[src/rtl/uart_frame_pkg.sv]
// Shared types and constants for the UART frame decoder.
package uart_frame_pkg;

  localparam int unsigned BYTE_W = 8;

  // Default frame start marker
  localparam logic [BYTE_W-1:0] SYNC_BYTE_DEF = 8'hA5;

  // Decoder FSM states
  typedef enum logic [1:0] {
    IDLE     = 2'd0,
    GET_LEN  = 2'd1,
    GET_DATA = 2'd2,
    GET_CHK  = 2'd3
  } state_e;

endpackage : uart_frame_pkg

[src/rtl/frame_buf.sv]
// Payload register file: one synchronous write port, one asynchronous read port.
module frame_buf
  import uart_frame_pkg::*;
#(
  parameter int unsigned ADDR_W = 4
) (
  input  logic              clk,
  input  logic              wr_en_i,
  input  logic [ADDR_W-1:0] wr_addr_i,
  input  logic [BYTE_W-1:0] wr_data_i,
  input  logic [ADDR_W-1:0] rd_addr_i,
  output logic [BYTE_W-1:0] rd_data_o
);

  localparam int unsigned DEPTH = 2 ** ADDR_W;

  logic [BYTE_W-1:0] mem_q [DEPTH];

  // Write one payload byte; contents survive reset on purpose
  always_ff @(posedge clk) begin
    if (wr_en_i) begin
      mem_q[wr_addr_i] <= wr_data_i;
    end
  end

  assign rd_data_o = mem_q[rd_addr_i];

endmodule : frame_buf

[src/rtl/uart_frame_decoder.sv]
// Hunts for a sync byte, collects a length-prefixed payload and checks its additive checksum.
module uart_frame_decoder
  import uart_frame_pkg::*;
#(
  parameter logic [BYTE_W-1:0] SYNC_BYTE = SYNC_BYTE_DEF,
  parameter int unsigned       ADDR_W    = 4,
  parameter int unsigned       TIMEOUT   = 4096
) (
  input  logic              clk,
  input  logic              reset,
  input  logic [BYTE_W-1:0] iData,
  input  logic              iValid,
  input  logic [ADDR_W-1:0] iRdAddr,
  output logic [BYTE_W-1:0] oRdData,
  output logic [BYTE_W-1:0] oLen,
  output logic              oFrameValid,
  output logic              oChkErr,
  output logic              oLenErr,
  output logic              oTimeout,
  output logic              oBusy
);

  localparam int unsigned MAX_LEN = 2 ** ADDR_W;
  // Count width holds 0..MAX_LEN so LEN == MAX_LEN never wraps the compare
  localparam int unsigned CNT_W   = ADDR_W + 1;
  localparam int unsigned LCMP_W  = BYTE_W + 1;
  localparam int unsigned TMO_W   = $clog2(TIMEOUT);

  state_e            state_q;
  logic              ivalid_q;
  logic [CNT_W-1:0]  len_q;
  logic [CNT_W-1:0]  cnt_q;
  logic [BYTE_W-1:0] sum_q;
  logic [TMO_W-1:0]  tmo_q;
  logic [BYTE_W-1:0] olen_q;
  logic              frame_q;
  logic              chk_err_q;
  logic              len_err_q;
  logic              tmo_strb_q;
  logic              busy_q;

  logic              evt_c;
  logic              len_ok_c;
  logic              last_c;
  logic              tmo_hit_c;
  logic              wr_en_c;

  // Rising edge of iValid marks exactly one event per received byte
  assign evt_c     = iValid & ~ivalid_q;
  assign len_ok_c  = (iData != '0) && (LCMP_W'(iData) <= LCMP_W'(MAX_LEN));
  assign last_c    = (cnt_q + CNT_W'(1)) == len_q;
  // A byte event in the expiry cycle takes priority over the timeout
  assign tmo_hit_c = (state_q != IDLE) && !evt_c && (tmo_q == TMO_W'(TIMEOUT - 1));
  assign wr_en_c   = evt_c && (state_q == GET_DATA);

  frame_buf #(
    .ADDR_W (ADDR_W)
  ) u_buf (
    .clk       (clk),
    .wr_en_i   (wr_en_c),
    .wr_addr_i (cnt_q[ADDR_W-1:0]),
    .wr_data_i (iData),
    .rd_addr_i (iRdAddr),
    .rd_data_o (oRdData)
  );

  // Decoder FSM with edge detect, checksum, timeout and registered strobes
  always_ff @(posedge clk) begin
    if (reset) begin
      state_q    <= IDLE;
      ivalid_q   <= 1'b0;
      len_q      <= '0;
      cnt_q      <= '0;
      sum_q      <= '0;
      tmo_q      <= '0;
      olen_q     <= '0;
      frame_q    <= 1'b0;
      chk_err_q  <= 1'b0;
      len_err_q  <= 1'b0;
      tmo_strb_q <= 1'b0;
      busy_q     <= 1'b0;
    end else begin
      ivalid_q   <= iValid;
      frame_q    <= 1'b0;
      chk_err_q  <= 1'b0;
      len_err_q  <= 1'b0;
      tmo_strb_q <= 1'b0;

      if ((state_q == IDLE) || evt_c || tmo_hit_c) begin
        tmo_q <= '0;
      end else begin
        tmo_q <= tmo_q + TMO_W'(1);
      end

      if (tmo_hit_c) begin
        tmo_strb_q <= 1'b1;
        state_q    <= IDLE;
        busy_q     <= 1'b0;
      end else if (evt_c) begin
        case (state_q)
          IDLE: begin
            if (iData == SYNC_BYTE) begin
              state_q <= GET_LEN;
              busy_q  <= 1'b1;
            end
          end
          GET_LEN: begin
            if (len_ok_c) begin
              len_q   <= CNT_W'(iData);
              sum_q   <= iData;
              cnt_q   <= '0;
              state_q <= GET_DATA;
            end else begin
              len_err_q <= 1'b1;
              state_q   <= IDLE;
              busy_q    <= 1'b0;
            end
          end
          GET_DATA: begin
            sum_q <= sum_q + iData;
            cnt_q <= cnt_q + CNT_W'(1);
            if (last_c) begin
              state_q <= GET_CHK;
            end
          end
          GET_CHK: begin
            if (sum_q == iData) begin
              olen_q  <= BYTE_W'(len_q);
              frame_q <= 1'b1;
            end else begin
              chk_err_q <= 1'b1;
            end
            state_q <= IDLE;
            busy_q  <= 1'b0;
          end
          default: begin
            state_q <= IDLE;
            busy_q  <= 1'b0;
          end
        endcase
      end
    end
  end

  assign oLen        = olen_q;
  assign oFrameValid = frame_q;
  assign oChkErr     = chk_err_q;
  assign oLenErr     = len_err_q;
  assign oTimeout    = tmo_strb_q;
  assign oBusy       = busy_q;

endmodule : uart_frame_decoder

[config.mk]
export PLATFORM = sky130hd
export DESIGN_NAME = uart_frame_decoder
export DESIGN_NICKNAME = d
export VERILOG_FILES = /design/src/rtl/uart_frame_pkg.sv /design/src/rtl/frame_buf.sv /design/src/rtl/uart_frame_decoder.sv
export SDC_FILE = /design/constraint.sdc
export NUM_CORES = 1
export LEC_CHECK = 0
export ABC_AREA = 1
export CAP_MARGIN = 20
export CELL_PAD_IN_SITES_DETAIL_PLACEMENT = 0
export CELL_PAD_IN_SITES_GLOBAL_PLACEMENT = 1
export CORE_ASPECT_RATIO = 1.4
export CORE_MARGIN = 2
export CORE_UTILIZATION = 47
export DETAILED_ROUTE_END_ITERATION = 8
export GPL_TIMING_DRIVEN = 0
export PLACE_DENSITY = 0.77
export REMOVE_ABC_BUFFERS = 1
export SYNTH_ARGS = -nofsm -noshare
export SYNTH_HDL_FRONTEND = slang
export SYNTH_HIERARCHICAL = 1
export SYNTH_SLANG_ARGS = --single-unit
[constraint.sdc]
create_clock -name clk -period 2.16 [get_ports clk]
set_input_delay 0.648 -clock clk [delete_from_list [all_inputs] [get_ports clk]]
set_output_delay 0.648 -clock clk [all_outputs]
set_load 0.02 [all_outputs]
* Yosys cells after proc, flatten, opt, wreduce, memory -nomap -nowiden
Memories as Yosys holds them, arrays and structs flattened.
Cells that the tools add are included.
** Word-level totals
- Memory bits (writable) :: 128
- Output and inout port bits :: 21
- Logic and storage cells :: 72
- Bits of input ports :: 15
- Register bits :: 43
- Memories :: 1
** Memory list
- u_buf.mem_q :: depth 16, width 8, read ports 1, clocked after memory_dff 0, wr ports 1, line frame_buf.sv:17 : logic [BYTE_W-1:0] mem_q [DEPTH];
** Cells by class
- Reduce and logical (&&, ||, !) cells :: 21
- Magnitude comparators :: 1
- Bitwise gates (word level) :: 6
- Add/sub/neg operators :: 3
- Multiplexer cells :: 17
- Equality and inequality tests :: 11
** Operators with widths (count)
- $pmux W8 S2 :: 1
- $reduce_and A4 Y1 :: 4
- $add A12 B1 Y12 const B :: 1
- $eq A12 B12 Y1 const B :: 1
- $pmux W5 S2 :: 1
- $add A8 B8 Y8 :: 1
- $eq A8 B8 Y1 :: 1
- $eq A8 B8 Y1 const B :: 1
- $le A8 B5 Y1 const B :: 1
- $mux W1 :: 8
- $mux W8 :: 1
- $pmux W2 S4 :: 1
- $reduce_bool A8 Y1 :: 1
- $reduce_or A4 Y1 :: 2
- $mux W2 :: 3
- $ne A2 B2 Y1 const B :: 3
- $add A5 B1 Y5 const B :: 1
- $eq A5 B5 Y1 :: 1
- $mux W5 :: 1
- $not A1 Y1 :: 5
- $eq A2 B2 Y1 const B :: 2
- $logic_and A1 B1 Y1 :: 4
- $reduce_bool A2 Y1 :: 2
- $reduce_or A2 Y1 :: 2
- 9 further kinds :: 10

* Depth between registers and ports, before layout
- Depth after elaboration :: 7
- Gate-level depth with buffers :: 13

* By module
Netlist, hierarchy kept.
** Modules (own cells, without submodules)
- frame_buf :: sequential area each 3843.7 um2, area each 5610.4 um2, times used 1, cells each 543
- uart_frame_decoder :: sequential area each 860.8 um2, area each 2409.8 um2, times used 1, cells each 331

* Worst setup path after synthesis
OpenSTA, ideal clock, no wires.
- Kind :: input to output
- Start :: input port iRdAddr[1]
- End :: output port oRdData[4]
- Arrival :: 1.402 ns
- Setup slack :: 0.110 ns
- Cell stages on the path :: 7
- Buffers on the path :: 2
- Data required time :: 1.512 ns
- Cell sequence :: buf_2 inv_2 buf_2 nand3_1 nand3_1 nand3_1 nand2_1
** On the way
- Longest elaborated chain between the ends :: 1
** Ends and longest elaborated chain
- start, declared :: line uart_frame_decoder.sv:13 : input logic [ADDR_W-1:0] iRdAddr,
- $mem_v2 Z16 W8
- end, declared :: line uart_frame_decoder.sv:14 : output logic [BYTE_W-1:0] oRdData,
Every way passes these cells.

* Final worst setup path
- Start :: input port iRdAddr[0]
- End :: output port oRdData[0]
The elaborated chain is that of the path after synthesis.

==> summary.md <==
| Metric | Value |
|---|---|
| Final Wtd Congestion | `0.838` |
| Synthesized area | `8020 um2` |
| CTS sink cnt | `171` |
| Tmin final | `2.39 ns` |
| Final Max Slew Viols | `0` |
| Post-synth EDFFs | `128` |
| Post-synth top flop | `edfxtp_1` |
| Final worst-path cycle share | `111%` |
| Overflow after GRT | `0` |
| Critical path endpoint category | `output pin` |
| Initial Util | `47.9%` |
| First-pass GRT wire length | `31500 um` |
| CTS Root Cell | `clkbuf_16` |
| Mean post-synth cell area | `9.18 um2` |
| Row cnt | `56` |
| Hold Path Class | `reg2reg` |
| Hold WS | `0.448 ns` |
| Design Area, Final | `9950 um2` |
| Clock Pin Slew Worst Setup and Hold Paths | `0.06 ns` |
| Crit path arrival time | `1.74 ns` |
| Clock Tree Buf Depth | `2` |
| Die width | `114 um` |
| Total Routing Usage GR | `23.6%` |
| Core area | `16700 um2` |
| Synth Register Bits | `171` |
| Crit start category | `input pin` |
| Hpwl dp | `11600 um` |
| Placed cell areas | `8410 um2` |
| Met1 Track Usage GR | `25.0%` |
| Vias in the first global route | `5946` |
| IO Pins | `36` |
| Worst Path Max Fanout | `8` |
| Antenna cells | `0` |
| Synth area leaders | `edfxtp_1 48%, nand2_1 11%, dfxtp_1 11%, nand3_1 7.1%, inv_1 6.5%` |
| Met2 Usage GRT | `44.1%` |
| Worst Path Class, Setup | `in2out` |
| Nets | `957` |
| Detail Route Antenna Nets | `0` |
| Pin count of the biggest net entering global routing | `24` |
| Pleak | `4.09 nW` |
| Die ar. | `18100 um2` |
| Post-synth cell types | `41` |
| Worst endpoint required time | `1.51 ns` |
| Worst Skew | `0.0133 ns` |
| Sequential element share of the synthesized area | `58.7%` |
| Avg WL per Cell | `17.9 um` |
| Post-DR vias/cell | `5.26` |
| Clock Latency Late Sink | `0.43 ns` |
| H-tree depth | `4` |
| Final WS setup | `-0.229 ns` |
| # DRC | `0` |
| DR pass1 iterations | `5` |
| Leading area contributor after synthesis | `edfxtp_1` |
| Die Ht | `159 um` |
| PwrDens | `694 nW/um2` |
| Run status | `finished with violations` |
| Most common cell after layout, fill and taps aside | `nand2_1` |
| Layout area overhead | `24.1%` |
| Routed WL | `20500 um` |
| Violated checks | `setup timing` |
| Hold Buf Count CTS | `0` |
| RSZ-0062 raised after global routing | `yes` |
| Total CTS buffers | `17` |
| IO Port Bufs | `32` |
| Max_slew headroom | `63.4%` |
| Count of yosys warnings during synthesis | `6` |
| Initial antenna violation count | `0` |
| Post-synth top area share | `47.9%` |
| DR iter-0 viols | `435` |
| Worst-Margin Slew | `0.547 ns` |
| Achievable Freq | `0.419 GHz` |
| Grt peak-use layer | `met2` |
| Grt met3 use | `5.14%` |
| Fraction of layout cells with a size suffix above 1 | `19.7%` |
| CTS tree | `yes` |
| Final Hold Vio Count | `0` |
| Number of fillers in the final layout | `1418` |
| Ys async rst share | `0%` |
| Final setup fails | `8` |
| Mapped Cells | `874` |
| Commonest non-fill, non-tap cells in the layout | `216 x nand2_1, 133 x inv_1, 128 x edfxtp_1, 78 x nand3_1, 43 x dfxtp_1` |
| Max-Cap Viols | `0` |
| Vias post-DR | `6022` |
| Maximum VDD drop | `0.345 mV` |
==> layout make-up <==
cell class | instances | area [um2] | area share, %
Sequential cell | 171 | 4700 | 47.3
Clock buffer | 20 | 437 | 4.39
Multi-Input combinational cell | 524 | 2940 | 29.5
Timing Repair Buffer | 60 | 800 | 8.03
Timing Repair inverter | 7 | 128 | 1.28
Clock inverter | 12 | 100 | 1.01
Inverter | 147 | 596 | 5.98
Tap cell | 203 | 254 | 2.55
==> metal layers <==
metal	routed length [um]	share of wire [%]
met2	11200	55
met4	684	3.3
met1	7630	37
met5	0	0
met3	996	4.9
==> critical path: stages <==
cell and delay [ns]:
buf_16 0.11, buf_16 0.22, clkinv_8 0.13, nand2_4 0.08, nand2_2 0.05, nand2_2 0.08
nand3_4 0.10, nand3_4 0.10, nand2_4 0.05, buf_6 0.12
==> where the power goes <==
part	internal, mW	switching [mW]
sequential	3.53	0.00140
clock	1.57	1.22
combinational	0.217	0.371
total	5.32	1.59
==> worst paths after layout <==
check / start / end / slack [ns] / depth (start not counted)
setup / recovery: iRdAddr[0] / oRdData[0] / -0.23 / 10
hold / removal: oLen[1] / oLen[1] / 0.45 / 2
setup reg to reg: state_q[0] / u_buf/mem_q[3][6] / 0.13 / 6
hold reg to reg: oLen[1] / oLen[1] / 0.45 / 2
==> what timing repair did <==
| action | in CTS | in global routing |
|---|---|---|
| cloned | 12 | 2 |
| gates resized for setup | 167 | 73 |
| pin swaps | 7 | 24 |
| hold endpoints to repair | 0 | 0 |
| buffers inserted | 13 | 6 |
| setup endpoints to repair | 164 | 151 |
==> metrics by stage <==
step                total power, mW  worst slack, ns  std cells  TNS (ns)  utilization, %
finish                         6.91           -0.229       1144     -1.62            59.4
global route                   7.16           -0.276       1144     -1.90            59.4
CTS                            6.89           -0.190       1136     -1.44            57.4
detailed placement             4.01            -2.06       1079   -134.99            50.2
global placement               4.00            -3.96       1077   -142.30            50.0
floorplan                      3.78           -0.131        842    -0.972               -
==> Yosys cell counts (8+ instances only) <==
library cell	instances
nand3_1	114
a21oi_1	27
o21ai_0	13
inv_1	138
ha_1	13
edfxtp_1	128
buf_2	15
nor2_1	53
dfxtp_1	43
buf_6	8
nand2_1	235
nand4_1	9
inv_2	8
==> sequential cells by signal, indices dropped and copies added, names as in the netlist, 5 cells and up, named ones only <==
signal and cells:
sum_q 8, oLen 5, tmo_q 12, len_q 5, u_buf/mem_q 128, cnt_q 5
==> kinds of logic after synthesis <==
| kind of cell | after synthesis | synth area share [%] |
|---|---|---|
| compound gates | 57 | 3.93 |
| xor+xnor | 11 | 1.20 |
| fa+ha+maj | 14 | 2.28 |
| buf+inv | 181 | 9.78 |
| flops | 171 | 58.7 |
| other cells | 1 | 0.0468 |
| simple gates | 439 | 24.1 |
Note: power is estimated with default switching activity, not from simulation.
